`src/rtl/vga_pkg.sv`:
```
// Shared 640x480@60 Hz timing constants and coordinate types for the VGA
// controller and the pixel generators that consume its x/y coordinates.
package vga_pkg;

  localparam int VGA_H_ACTIVE = 640;
  localparam int VGA_H_FP     = 16;
  localparam int VGA_H_SYNC   = 96;
  localparam int VGA_H_BP     = 48;
  localparam int VGA_V_ACTIVE = 480;
  localparam int VGA_V_FP     = 10;
  localparam int VGA_V_SYNC   = 2;
  localparam int VGA_V_BP     = 33;
  localparam int VGA_DIV      = 2;

  localparam int COORD_W   = 10;
  localparam int COORD_MAX = 1 << COORD_W;

  typedef logic [COORD_W-1:0] coord_t;
  typedef logic [7:0]         colour_t;

  function automatic int h_total(int active, int fp, int sync, int bp);
    return active + fp + sync + bp;
  endfunction

  function automatic int v_total(int active, int fp, int sync, int bp);
    return active + fp + sync + bp;
  endfunction

endpackage

```
`src/rtl/vga_if.sv`:
```
// Pixel-generator and DAC-side signals of the VGA controller; master is the
// controller, slave is the pixel generator / connector side.
interface vga_if;
  import vga_pkg::*;

  coord_t  x, y;
  colour_t r_in, g_in, b_in;
  colour_t r_out, g_out, b_out;
  logic    vga_clk, hsync_n, vsync_n, blank_n, sync_n, frame_start;

  modport master (
    output x, y, vga_clk, hsync_n, vsync_n, blank_n, sync_n,
           r_out, g_out, b_out, frame_start,
    input  r_in, g_in, b_in
  );

  modport slave (
    input  x, y, vga_clk, hsync_n, vsync_n, blank_n, sync_n,
           r_out, g_out, b_out, frame_start,
    output r_in, g_in, b_in
  );

endinterface

```
`src/rtl/vga_sync_counter.sv`:
```
// Clock divider plus horizontal/vertical raster counters; pix_en marks the
// last system clock of each pixel so everything downstream advances together.
module vga_sync_counter import vga_pkg::*; #(
  parameter int DIV     = VGA_DIV,
  parameter int H_TOTAL = 800,
  parameter int V_TOTAL = 525
) (
  input  logic   clk,
  input  logic   rst_n,
  output logic   pix_en,
  output logic   vga_clk,
  output logic   frame_wrap,
  output coord_t hcnt,
  output coord_t vcnt
);

  localparam int DW = $clog2(DIV);

  logic [DW-1:0] div_cnt;
  logic          h_last, v_last;

  assign pix_en     = (div_cnt == DW'(DIV - 1));
  assign vga_clk    = (div_cnt >= DW'(DIV / 2));
  assign h_last     = (hcnt == coord_t'(H_TOTAL - 1));
  assign v_last     = (vcnt == coord_t'(V_TOTAL - 1));
  assign frame_wrap = pix_en && h_last && v_last;

  always_ff @(posedge clk or negedge rst_n) begin
    if (!rst_n)
      div_cnt <= '0;
    else if (pix_en)
      div_cnt <= '0;
    else
      div_cnt <= div_cnt + 1'b1;
  end

  // Vertical counter only moves on the pixel that ends a line.
  always_ff @(posedge clk or negedge rst_n) begin
    if (!rst_n) begin
      hcnt <= '0;
      vcnt <= '0;
    end else if (pix_en) begin
      if (h_last) begin
        hcnt <= '0;
        vcnt <= v_last ? '0 : vcnt + 1'b1;
      end else begin
        hcnt <= hcnt + 1'b1;
      end
    end
  end

endmodule

```
`src/rtl/vga_controller.sv`:
```
// VGA raster timing generator: counters in vga_sync_counter, and here the
// output register stage that keeps sync, blank and colour mutually aligned.
module vga_controller import vga_pkg::*; #(
  parameter int H_ACTIVE = VGA_H_ACTIVE,
  parameter int H_FP     = VGA_H_FP,
  parameter int H_SYNC   = VGA_H_SYNC,
  parameter int H_BP     = VGA_H_BP,
  parameter int V_ACTIVE = VGA_V_ACTIVE,
  parameter int V_FP     = VGA_V_FP,
  parameter int V_SYNC   = VGA_V_SYNC,
  parameter int V_BP     = VGA_V_BP,
  parameter int DIV      = VGA_DIV
) (
  input  logic clk,
  input  logic rst_n,
  vga_if.master vga
);

  localparam int H_TOTAL = h_total(H_ACTIVE, H_FP, H_SYNC, H_BP);
  localparam int V_TOTAL = v_total(V_ACTIVE, V_FP, V_SYNC, V_BP);

  generate
    if (H_TOTAL > COORD_MAX || V_TOTAL > COORD_MAX || DIV < 2) begin : g_bad_params
      $error("vga_controller: totals must fit 10-bit counters and DIV must be >= 2");
    end
  endgenerate

  coord_t  hcnt, vcnt;
  logic    pix_en, frame_wrap;
  logic    visible, hsync_act, vsync_act;
  logic    blank_q, hsync_q, vsync_q, frame_q;
  colour_t r_q, g_q, b_q;

  vga_sync_counter #(
    .DIV     (DIV),
    .H_TOTAL (H_TOTAL),
    .V_TOTAL (V_TOTAL)
  ) u_counter (
    .clk        (clk),
    .rst_n      (rst_n),
    .pix_en     (pix_en),
    .vga_clk    (vga.vga_clk),
    .frame_wrap (frame_wrap),
    .hcnt       (hcnt),
    .vcnt       (vcnt)
  );

  // Compared as int so a boundary equal to 1024 cannot wrap in 10 bits.
  always_comb begin
    visible   = (int'(hcnt) < H_ACTIVE) && (int'(vcnt) < V_ACTIVE);
    hsync_act = (int'(hcnt) >= H_ACTIVE + H_FP) &&
                (int'(hcnt) <  H_ACTIVE + H_FP + H_SYNC);
    vsync_act = (int'(vcnt) >= V_ACTIVE + V_FP) &&
                (int'(vcnt) <  V_ACTIVE + V_FP + V_SYNC);
  end

  // Captured from the pre-increment counters, so outputs trail x/y by one pixel.
  always_ff @(posedge clk or negedge rst_n) begin
    if (!rst_n) begin
      blank_q <= 1'b0;
      hsync_q <= 1'b1;
      vsync_q <= 1'b1;
      r_q     <= '0;
      g_q     <= '0;
      b_q     <= '0;
    end else if (pix_en) begin
      blank_q <= visible;
      hsync_q <= !hsync_act;
      vsync_q <= !vsync_act;
      r_q     <= visible ? vga.r_in : '0;
      g_q     <= visible ? vga.g_in : '0;
      b_q     <= visible ? vga.b_in : '0;
    end
  end

  always_ff @(posedge clk or negedge rst_n) begin
    if (!rst_n)
      frame_q <= 1'b0;
    else
      frame_q <= frame_wrap;
  end

  assign vga.x           = hcnt;
  assign vga.y           = vcnt;
  assign vga.blank_n     = blank_q;
  assign vga.hsync_n     = hsync_q;
  assign vga.vsync_n     = vsync_q;
  assign vga.sync_n      = 1'b0;
  assign vga.r_out       = r_q;
  assign vga.g_out       = g_q;
  assign vga.b_out       = b_q;
  assign vga.frame_start = frame_q;

endmodule

```
`src/flat_wrapper.sv`:
```
// flat-port wrapper written by rule: the top's interface ports become plain ports
module vga_controller_flat import vga_pkg::*;
#(
  parameter int H_ACTIVE = VGA_H_ACTIVE,
  parameter int H_FP     = VGA_H_FP,
  parameter int H_SYNC   = VGA_H_SYNC,
  parameter int H_BP     = VGA_H_BP,
  parameter int V_ACTIVE = VGA_V_ACTIVE,
  parameter int V_FP     = VGA_V_FP,
  parameter int V_SYNC   = VGA_V_SYNC,
  parameter int V_BP     = VGA_V_BP,
  parameter int DIV      = VGA_DIV
)
  (clk, rst_n, vga_x, vga_y, vga_vga_clk, vga_hsync_n, vga_vsync_n, vga_blank_n, vga_sync_n, vga_r_out, vga_g_out, vga_b_out, vga_frame_start, vga_r_in, vga_g_in, vga_b_in);
  vga_if vga_i ();
  input  logic clk;
  input  logic rst_n;
  output wire logic [$bits(vga_i.x)-1:0] vga_x;
  output wire logic [$bits(vga_i.y)-1:0] vga_y;
  output wire logic [$bits(vga_i.vga_clk)-1:0] vga_vga_clk;
  output wire logic [$bits(vga_i.hsync_n)-1:0] vga_hsync_n;
  output wire logic [$bits(vga_i.vsync_n)-1:0] vga_vsync_n;
  output wire logic [$bits(vga_i.blank_n)-1:0] vga_blank_n;
  output wire logic [$bits(vga_i.sync_n)-1:0] vga_sync_n;
  output wire logic [$bits(vga_i.r_out)-1:0] vga_r_out;
  output wire logic [$bits(vga_i.g_out)-1:0] vga_g_out;
  output wire logic [$bits(vga_i.b_out)-1:0] vga_b_out;
  output wire logic [$bits(vga_i.frame_start)-1:0] vga_frame_start;
  input wire logic [$bits(vga_i.r_in)-1:0] vga_r_in;
  input wire logic [$bits(vga_i.g_in)-1:0] vga_g_in;
  input wire logic [$bits(vga_i.b_in)-1:0] vga_b_in;
  assign vga_x = vga_i.x;
  assign vga_y = vga_i.y;
  assign vga_vga_clk = vga_i.vga_clk;
  assign vga_hsync_n = vga_i.hsync_n;
  assign vga_vsync_n = vga_i.vsync_n;
  assign vga_blank_n = vga_i.blank_n;
  assign vga_sync_n = vga_i.sync_n;
  assign vga_r_out = vga_i.r_out;
  assign vga_g_out = vga_i.g_out;
  assign vga_b_out = vga_i.b_out;
  assign vga_frame_start = vga_i.frame_start;
  assign vga_i.r_in = vga_r_in;
  assign vga_i.g_in = vga_g_in;
  assign vga_i.b_in = vga_b_in;
  vga_controller #(.H_ACTIVE(H_ACTIVE), .H_FP(H_FP), .H_SYNC(H_SYNC), .H_BP(H_BP), .V_ACTIVE(V_ACTIVE), .V_FP(V_FP), .V_SYNC(V_SYNC), .V_BP(V_BP), .DIV(DIV)) u_core (.clk(clk), .rst_n(rst_n), .vga(vga_i));
endmodule
```
`config.mk`:
```
export PLATFORM = sky130hd
export DESIGN_NAME = vga_controller_flat
export DESIGN_NICKNAME = d
export VERILOG_FILES = /design/src/rtl/vga_pkg.sv /design/src/rtl/vga_if.sv /design/src/rtl/vga_sync_counter.sv /design/src/rtl/vga_controller.sv /design/src/flat_wrapper.sv
export SDC_FILE = /design/constraint.sdc
export NUM_CORES = 1
export LEC_CHECK = 0
export CAP_MARGIN = 5
export CORE_MARGIN = 4
export CORE_UTILIZATION = 44
export CTS_CLUSTER_SIZE = 24
export DETAILED_ROUTE_END_ITERATION = 12
export PLACE_DENSITY_LB_ADDON = 0.1
export SLEW_MARGIN = 30
export SYNTH_ARGS = -nofsm -noshare
export SYNTH_HDL_FRONTEND = slang
export SYNTH_SLANG_ARGS = --single-unit
```
`constraint.sdc`:
```
create_clock -name clk -period 3 [get_ports clk]
set_clock_uncertainty 0.2 [all_clocks]
set_input_delay 0.3 -clock clk [delete_from_list [all_inputs] [get_ports clk]]
set_output_delay 0.3 -clock clk [all_outputs]
set_load 0.03 [all_outputs]
```
# [Yosys cells after proc, flatten, opt, wreduce, memory -nomap -nowiden]
# Cells that the tools add are included.
[classes] addsub=3 n_lt_le_gt_ge=7 eq_ne=2 muxes=6 reduce_logical=8
[op_table] cell="two-way mux 8 bit" count=3
[op_table] cell="adder 10 x 1 -> 10 bit (second input constant)" count=2
[op_table] cell="== test 10 bit (second input constant)" count=2
[op_table] cell="< comparator 10 bit (second input constant)" count=2
[op_table] cell="< comparator 10 x 9 -> 1 bit (second input constant)" count=2
[op_table] cell="two-way mux 10 bit" count=2
[op_table] cell="greater-or-equal comparator 10 bit (second input constant)" count=1
[op_table] cell="greater-or-equal comparator 10 x 9 -> 1 bit (second input constant)" count=1
[op_table] cell="logical AND 1 bit" count=5
[op_table] cell="zero test 1 bit" count=2
[op_table] cell="AND reduction 2 bit" count=1
[op_table] cell="adder 1 bit (second input constant)" count=1
[op_table] cell="greater-or-equal comparator 1 bit (second input constant)" count=1
[op_table] cell="two-way mux 1 bit" count=1
[word_totals] reg_bits=49 in_bits=26 out_inout_bits=50 wordCells=36

# [Logic depth before layout (Yosys ltp)]
# Gate-level depths: netlist of the first run.
[logic_depth] word_depth=3 mapped_depth=6 ltp_nobuf=6

# [Cells and area by module]
# A second synthesis of the first run with hierarchy kept.
[unflattened] cells_unflattened=236 area_unflattened_um2=2590.0
[modules_own_cells] module="vga_controller" n_inst=1 cells_each=128 area_each_um2=1524.0 seq_area_each_um2=703.2
[modules_own_cells] module="vga_sync_counter" n_inst=1 cells_each=108 area_each_um2=1066.0 seq_area_each_um2=525.5

# [Worst setup path before layout of the first run]
# OpenSTA, ideal clock, no wires.
[synth_path] kind="register -> register" startpoint="reg u_core.u_counter.vcnt[0]" endpoint="reg u_core.u_counter.vcnt[0]" setup_ps=125 arrival_time_ps=1997 required_ps=2675 path_slack_ps=678 path_stages_with_launch=7 synth_period_minus_slack_ps=2322 cell_sequence="dfrtp_1 -> inv_1 -> ha_1 -> or4b_1 -> nor4_4 -> nor2_2 -> mux2_2"
[synth_via] elab_chain_cells=2 word_cells_on_any_way=3 classes_between="1 x add/sub; 1 x eq/ne; 1 x mux"
[synth_rtl] item="from (decl)" line_no="vga_sync_counter.sv:14" source="output coord_t vcnt"
[synth_rtl] item="from (signal assigned)" line_no="vga_sync_counter.sv:45" source="vcnt <= v_last ? '0 : vcnt + 1'b1;"
[synth_rtl] item="adder 10 x 1 -> 10 bit / == test 10 bit (equally long branches)" line_no="vga_sync_counter.sv:45, vga_sync_counter.sv:25"
[synth_rtl] item="two-way mux 10 bit (*)" line_no="vga_sync_counter.sv:45"
# Mark *: on every way between the ends. The rest lies on a longest branch, timed or not.
# A chain may end at the register's enable or synchronous reset.

# [Worst setup path after layout of the first run]
# Ends and elaborated chain as after synthesis.

==> impl_summary.md, run 1 <==
Timing
Hold is met by between 200 and 300 ps. The final critical path takes up between 70% and 80% of the cycle. The max-slew violation total from the final report was 0.

The timing-limited maximum frequency is 0.425 GHz. The worst-margin pin slew is slightly above 600 ps. Setup total negative slack on the finished layout was measured at 0 ps. The number of failing hold endpoints at the final stage is 0. For the finished layout, the period the worst path requires is between 2000 and 2500 ps. The total of endpoints with negative setup slack in the final report is 0.

Setup repair after global routing left no endpoint under its margin. The worst-case headroom to the max-slew limit is about three fifths.

Logic synthesis
The dominant register cell in the synthesized netlist is sky130_fd_sc_hd__dfrtp_1. sky130_fd_sc_hd__dfrtp_1 takes more of the synthesized area than any other cell. In this run, distinct cell masters in the synthesized netlist total 38. The top cell type by area accounts for roughly 56% of the synthesized area.

The number of synthesized register bits is 49. The sequential-to-total area share from yosys stat is between 50% and 60%. Synthesis produced a netlist whose cell count is between 150 and 200.

After synthesis the cells add up to ~2100 µm². Ranked by total cell area, the synthesized netlist is headed by sky130_fd_sc_hd__dfrtp_1, sky130_fd_sc_hd__a22o_1, sky130_fd_sc_hd__xnor2_1. The share of flip-flops with an asynchronous set or reset after synthesis is 100%. The number of flops mapped to enable cells by yosys is 0. Dividing the synthesized area by the synthesized cell count gives around 12 µm².

The total of warnings raised by yosys is 0. The post-synth net total is between 200 and 250.

CTS
The H-tree was split into 2 levels. The TritonCTS clock tree is yes. The cell at the root of the clock tree is sky130_fd_sc_hd__clkbuf_8. The worst-case clock buffer depth is 2. The post-CTS resize count is 0. Counting the buffers created by CTS gives 5.

Clock-pin slew was measured on the worst setup and hold paths at 90 ps. The later-pin clock latency in the skew report is approximately 300 ps. For this design, the sink count on the clock tree is slightly below 50.

Worst setup path
The data required time of the critical path is 2990 ps. The highest cell delay on the worst timing path is roughly 480 ps. The nature of the critical path startpoint is a register.

STA classifies the critical path endpoint as a register. Walking the worst path, the cells encountered are inv_1 -> ha_1 -> or4b_1 -> nor4_4 -> nor2_2 -> mux2_2. The endpoint identified for the worst register-to-register timing path is u_core.u_counter.vcnt[0]. The cell type group with the largest total delay on the critical path is simple AND/OR/NAND/NOR gates. The register-to-register path setup slack is ~650 ps. The slowest stage of the critical path belongs to the cell sky130_fd_sc_hd__or4b_1.

The critical path in this run is classified as register to register. Along the worst path, the maximum fanout reaches 10. The buffering stage count on the worst path with inverters included is 1. Data arrives at the worst endpoint at 2350 ps. The worst reg-to-reg path cell count is 6. The launching point of the worst reg2reg path is u_core.u_counter.vcnt[0].

Power and ir drop
The maximum vdd drop is 339 µV. The power density over cell area is roughly 430 nW/µm². For this design the static power due to leakage is 1.36 nW.

Cells and area
Summing all flip-flop and latch instances after layout gives roughly 1200 µm². In the final design database the tool counted roughly 290 nets. The number of fillers in the final layout is 342. In the final layout, the share of cells above drive strength 1 is approximately 7.8%. The repair_antennas step left the layout with diodes totalling 0. The area taken by multi-input logic gates is about 820 µm².

The area growth from synthesis to layout is 44.1%.

GRT
Entering global routing, the biggest net connects 50 pins. Global routing finished with a remaining overflow of 0. In the global route stage, overall resource usage came out at around 16%. The number of global-route vias before repair is ~1,600. The first-pass GRT wire length is roughly 7900 µm. The number of antenna violations at the first check in global routing is 0.

Detailed routing
The first detailed-routing pass took 4 iterations. After detailed routing, the average wire length per cell comes to between 15 and 20 µm. For this block, the initial DRC count from the detailed router was 98.

The via total after detailed routing is roughly 1,700. In the routed layout, each cell is associated on average with a via count of about 5.5. After detailed routing, the number of remaining DRC violations is 0. The detail route stage leaves a number of antenna-violating nets equal to 0.

The final layout contains routed wiring with a total length of roughly 4800 µm.

Placed design
The number of input and output port buffers inserted is 74. Detailed placement finished with a half-perimeter wire length of between 3000 and 4000 µm. The weighted congestion at the end of routability-driven global placement is approximately 0.75.

Run status
The flow ran to the end, and the final reports show no timing, DRC or antenna violations.

Min path
The cell depth of the worst min-delay path is 1. In this run the worst hold path is classified as register to register. The path with the worst hold slack has its endpoint at u_core.vga.blank_n.

In this run the most critical hold path is launched from u_core.vga.blank_n.

Die
The die is between 70 and 80 µm tall. The width of the die is 77.2 µm. The core outline area is between 4000 and 5000 µm². The number of primary I/O pins is 76. After floorplanning, the core was divided into 24 placement rows. The initial core utilization is 46.8%. The die covers between 5000 and 6000 µm².

Run
The tool flagged a number of max-cap violations equal to 0.
==> area by class of cell <==
type,count,share of cell area (%)
well taps,52,2.14
multi-input cells,115,27.0
clock buffers,6,2.72
clock inverters,2,1.24
repair buffers,79,25.6
inverters,6,0.742
flip-flops and latches,49,40.5
==> cells in the mapped netlist (2+ instances only) <==
| cell type | n |
|---|---|
| sky130_fd_sc_hd__dfrtp_1 | 47 |
| sky130_fd_sc_hd__xnor2_1 | 7 |
| sky130_fd_sc_hd__nor2_1 | 11 |
| sky130_fd_sc_hd__nand3_1 | 4 |
| sky130_fd_sc_hd__a21o_1 | 2 |
| sky130_fd_sc_hd__dfstp_2 | 2 |
| sky130_fd_sc_hd__nor4_1 | 3 |
| sky130_fd_sc_hd__o21ai_0 | 9 |
| sky130_fd_sc_hd__xor2_1 | 2 |
| sky130_fd_sc_hd__nor2b_1 | 4 |
| sky130_fd_sc_hd__and3_1 | 6 |
| sky130_fd_sc_hd__a22o_1 | 29 |
| sky130_fd_sc_hd__nand4_1 | 4 |
| sky130_fd_sc_hd__clkbuf_1 | 6 |
| sky130_fd_sc_hd__inv_1 | 5 |
| sky130_fd_sc_hd__ha_1 | 4 |
| sky130_fd_sc_hd__nand2_1 | 8 |
| sky130_fd_sc_hd__nor3_1 | 5 |
==> registers in the layout, summed over array words and instances, names as in the netlist <==
| signal | flops |
|---|---|
| u_core.vga.b_out | 8 |
| u_core.vga.hsync_n | 1 |
| u_core.u_counter.vcnt | 10 |
| u_core.vga.r_out | 8 |
| u_core.vga.vsync_n | 1 |
| u_core.vga.frame_start | 1 |
| u_core.vga.blank_n | 1 |
| u_core.u_counter.hcnt | 10 |
| u_core.u_counter.pix_en | 1 |
| u_core.vga.g_out | 8 |
==> through the flow <==
stage	cell area [µm²]	utilization (%)	std cells	setup slack (ps)	power [mW]
4_1_cts	3040	67.4	309	634	1.33
5_1_grt	3040	67.4	309	478	1.36
2_1_floorplan	2110	-	178	678	0.748
6_report	3040	67.4	309	646	1.31
3_5_place_dp	2910	64.5	300	651	0.830
3_3_place_gp	2900	64.4	300	681	0.828
==> placed cells by master, fill, tap and decap left out, types with 6 or more instances in the layout <==
master                             n
sky130_fd_sc_hd__clkbuf_8          6
sky130_fd_sc_hd__o21ai_0           9
sky130_fd_sc_hd__xnor2_1           7
sky130_fd_sc_hd__a22o_1           29
sky130_fd_sc_hd__nand2_1           8
sky130_fd_sc_hd__and3_1            6
sky130_fd_sc_hd__nor2_1           11
sky130_fd_sc_hd__dfrtp_1          47
sky130_fd_sc_hd__clkdlybuf4s50_1  73
==> metal layers <==
layer	share of wire, %	wire length (µm)	up-vias	global-route usage [%]
met5	0	0	-	0
met4	2.0	96	0	6.41
met3	5.0	241	10	4.22
met2	48	2310	53	27.5
met1	45	2190	827	20.5
li1	-	-	803	-
==> report_power, final <==
group | switching (mW) | internal, mW
logic | 0.0633 | 0.0671
clock network | 0.223 | 0.271
registers | 0.00901 | 0.676
==> worst max-delay path by stage <==
| stage | startpoint | endpoint | slack [ps] | cells past startpoint |
|---|---|---|---|---|
| 2_1_floorplan | u_core.u_counter.vcnt[0] | u_core.u_counter.vcnt[0] | 680 | 6 |
| 3_3_place_gp | u_core.u_counter.vcnt[0] | u_core.u_counter.vcnt[0] | 680 | 6 |
| 3_5_place_dp | u_core.u_counter.vcnt[0] | u_core.u_counter.vcnt[0] | 650 | 6 |
| 4_1_cts | u_core.u_counter.vcnt[0] | u_core.u_counter.vcnt[0] | 630 | 6 |
| 5_1_grt | u_core.u_counter.vcnt[0] | u_core.u_counter.vcnt[0] | 480 | 6 |
| 6_report | u_core.u_counter.vcnt[0] | u_core.u_counter.vcnt[0] | 650 | 6 |
==> worst reg2reg max path, stage by stage (launching register included) <==
cell	delay, ps
sky130_fd_sc_hd__dfrtp_1	440
sky130_fd_sc_hd__inv_1	100
sky130_fd_sc_hd__ha_1	140
sky130_fd_sc_hd__or4b_1	480
sky130_fd_sc_hd__nor4_4	440
sky130_fd_sc_hd__nor2_2	160
sky130_fd_sc_hd__mux2_2	290
==> timing repair <==
item / 4_1_cts / 5_1_grt
hold endpoints to repair: 47 / 0
hold buffers: 1 / 0
buffers inserted: 0 / 0
==> kinds of logic (layout without fill, tap and decap cells) <==
kind of cell,Yosys count,count (layout),share of synthesized area (%)
buffers and inverters,14,93,2.73
flip-flops,49,49,58.3
multiplexers,2,2,1.01
other,1,1,0.178
adder cells (fa/ha/maj),4,4,2.38
XOR/XNOR,9,9,3.74
AO/OA/AOI/OAI,44,44,16.4
AND/OR/NAND/NOR,55,55,15.3
Power figures use the tool's default switching activity.
==> inputs of run 2 (changes only) <==
--- a/config.mk
+++ b/config.mk
@@ -7,7 +7,7 @@
 export LEC_CHECK = 0
 export CAP_MARGIN = 5
 export CORE_MARGIN = 4
-export CORE_UTILIZATION = 44
+export CORE_UTILIZATION = 40
 export CTS_CLUSTER_SIZE = 24
 export DETAILED_ROUTE_END_ITERATION = 12
 export PLACE_DENSITY_LB_ADDON = 0.1
==> constraint.sdc (replaced) <==
create_clock -name clk -period 1.89 [get_ports clk]
set_clock_uncertainty 0.2 [all_clocks]
set_input_delay 0.189 -clock clk [delete_from_list [all_inputs] [get_ports clk]]
set_output_delay 0.189 -clock clk [all_outputs]
set_load 0.03 [all_outputs]
==> impl_summary.md, run 2 (synthesis gave the netlist of run 1 again) <==
Detailed routing
The post-route antenna net violation count is 0 (unchanged). The average wire length per cell after detail routing is 15.2 µm (was 15.6 µm). The via total after detailed routing is 1,824 (was 1,693). The count of routing violations after the opening detailed-route iteration is 38 (was 98). The via density per instance is 5.07 (was 5.48). The total wire length after detailed routing is 5490 µm (was 4830 µm). The count of unresolved DRC violations after routing is 0 (unchanged). The first-pass detailed-route iteration total is 4 (unchanged).

Die
The floorplan row count is 26 (was 24). The area of the die came to 6490 µm² (was 5960 µm²). The number of primary I/O pins is 76 (unchanged). The initial core utilization is 41.3% (was 46.8%). The die height is 80.6 µm (was 77.2 µm). The width of the die came to 80.6 µm (was 77.2 µm). The core outline area is 5110 µm² (was 4500 µm²).

Cells and area
The final net count is 319 (was 286). The number of standard cells in the final layout excluding fillers came to 360 (was 309). Commonest non-fill, non-tap cells in the layout: sky130_fd_sc_hd__clkdlybuf4s50_1, sky130_fd_sc_hd__dfrtp_1, sky130_fd_sc_hd__buf_4 (was sky130_fd_sc_hd__clkdlybuf4s50_1, sky130_fd_sc_hd__dfrtp_1, sky130_fd_sc_hd__a22o_1). The area growth from synthesis to layout is 61.2% (was 44.1%). The most common cell after layout, fill and taps aside is sky130_fd_sc_hd__clkdlybuf4s50_1 (unchanged). The number of inserted diodes is 0 (unchanged). Registers with the most flip-flops: u_core.u_counter.hcnt x10, u_core.u_counter.vcnt x10 (unchanged). The fraction of final layout cells with drive strength greater than 1 was 23.4% (was 7.78%). The core utilization of the finished layout is 66.5% (was 67.4%).

Timing
The shortest period the worst path allows is 2090 ps (was 2350 ps). The max-slew violation total from the final report came to 0 (unchanged). The number of failing hold endpoints at the final stage came to 0 (unchanged). RSZ-0062 raised after global routing: yes (was no). The worst-case headroom to the max-slew limit is 65.5% (was 59.0%). The sum of negative setup slack is -1620 ps (was 0 ps). The worst setup slack after layout is -199 ps (was 646 ps). The share of the cycle needed by the critical path after routing is 111% (was 78.5%). The timing-limited maximum frequency is 0.479 GHz (was 0.425 GHz). The worst-margin pin slew is 517 ps (was 614 ps). The total of endpoints with negative setup slack in the final report is 10 (was 0).

Worst setup path
The worst-path maximum fanout came to 3 (was 10). Sequence of cells on the critical path: or3_4 -> or4_4 -> or4_1 -> nand2_1 (was inv_1 -> ha_1 -> or4b_1 -> nor4_4 -> nor2_2 -> mux2_2). The nature of the critical path startpoint is a register (unchanged). The slowest library cell on the worst path is sky130_fd_sc_hd__or4_1 (was sky130_fd_sc_hd__or4b_1).

The highest cell delay on the worst timing path came to 480 ps (about the same). The data required time of the critical path is 1930 ps (was 2990 ps). The kind of end point of the critical path is a register (unchanged). The endpoint arrival time on the critical path is 2130 ps (was 2350 ps).

The type of the worst setup path is register to register (unchanged).

GRT
The met2 routing resource usage after global routing is 27.0% (was 27.5%). The total congestion overflow is 0 (unchanged). The number of antenna violations at the first check in global routing came to 0 (unchanged). The largest net degree at the start of global routing came to 27 (was 50). The met3 global-route usage is 4.26% (was 4.22%). The number of global-route vias before repair is 1,834 (was 1,625). The global router's overall resource usage is 17.4% (was 16.5%). The most congested layer reported by global routing is met2 (unchanged). The first-pass GRT wire length is 8720 µm (was 7940 µm). The met1 track demand over resource in global routing is 23.3% (was 20.5%).

Run status
The final reports fail on negative setup slack. Status: finished with violations (was finished, final reports clean).

CTS
The number of buffers created by CTS is 5 (unchanged). The number of sinks on the clock net is 49 (unchanged). The clock-pin slew on the worst setup and hold paths is 90 ps (about the same). The later-pin clock latency in the skew report is 300 ps (about the same). The worst-case clock buffer depth is 2 (unchanged). The cell at the root of the clock tree was sky130_fd_sc_hd__clkbuf_8 (unchanged).

The TritonCTS clock tree is yes (unchanged). The level count of the clock H-tree is 2 (unchanged).

Power and ir drop
The leakage power total is 1.70 nW (was 1.36 nW). The maximum vdd drop is 333 µV (was 339 µV). The power density over cell area is 564 nW/µm² (was 432 nW/µm²).

Min path
The worst min-delay path category is input port to asynchronous set/reset pin (was register to register).

Placed design
The number of input and output port buffers inserted was 74 (unchanged). The placed cell count is 345 (was 300). The total half-perimeter wirelength after legalization and detailed placement was 3940 µm (was 3330 µm). The weighted congestion at the end of routability-driven global placement is 0.839 (was 0.751). The worst slack at placement came to -146 ps (was 651 ps).

Run
The max capacitance violation total was 0 (unchanged).
==> run 2: what timing repair did <==
action,CTS,global route
gates cloned,0,1
resized for setup,11,24
hold buffers,1,0
buffers inserted,2,3
pin swaps,2,6
hold endpoints to repair,19,0
setup endpoints to repair,17,22
==> run 2: worst max-delay path, delay by kind of cell (launching register included) <==
family | cells | cell delay (ps)
DFF | 1 | 410
and+or+nand+nor | 4 | 1430
==> run 2: cell type report <==
type / instances / area (µm²)
sequential: 49 / 1240
multi-input combinational: 115 / 890
timing repair buffer: 112 / 1070
clock buffer: 6 / 72.6
fill: 439 / 1710
clock inverter: 2 / 13.8
tap: 70 / 87.6
inverter: 6 / 22.5
==> run 2: worst paths after layout <==
kind	start	end	slack, ps	cells after the start
max	u_core.u_counter.hcnt[6]	u_core.u_counter.vcnt[6]	-200	4
min	rst_n	u_core.u_counter.vcnt[7]	190	2
max reg2reg	u_core.u_counter.hcnt[6]	u_core.u_counter.vcnt[6]	-200	4
min reg2reg	u_core.vga.hsync_n	u_core.vga.hsync_n	290	2
max in group asynchronous	rst_n	u_core.vga.vsync_n	720	3
min in group clk	vga_r_in[6]	u_core.vga.r_out[6]	280	2
==> run 2: stage by stage <==
stage | cell area (µm²) | hold slack, ps | power (mW)
global route | 3400 | 239 | 2.01
CTS | 3300 | 194 | 1.94
global placement | 3180 | -7.11 | 1.32
finish | 3400 | 189 | 1.92
detailed placement | 3180 | -1.90 | 1.32
floorplan | 2140 | -307 | 1.19
==> run 2: power breakdown <==
part	internal, mW	switching [mW]	total (mW)
Sequential	1.07	0.0141	1.09
Combinational	0.111	0.103	0.215
Clock	0.264	0.348	0.613
==> run 2: routing by layer <==
layer | part of all wire, % | routed length (µm) | vias up
met5 | 0 | 0 | -
met4 | 1.3 | 74 | 0
met3 | 6.3 | 346 | 9
met2 | 47 | 2600 | 58
met1 | 45 | 2470 | 888
li1 | - | - | 869
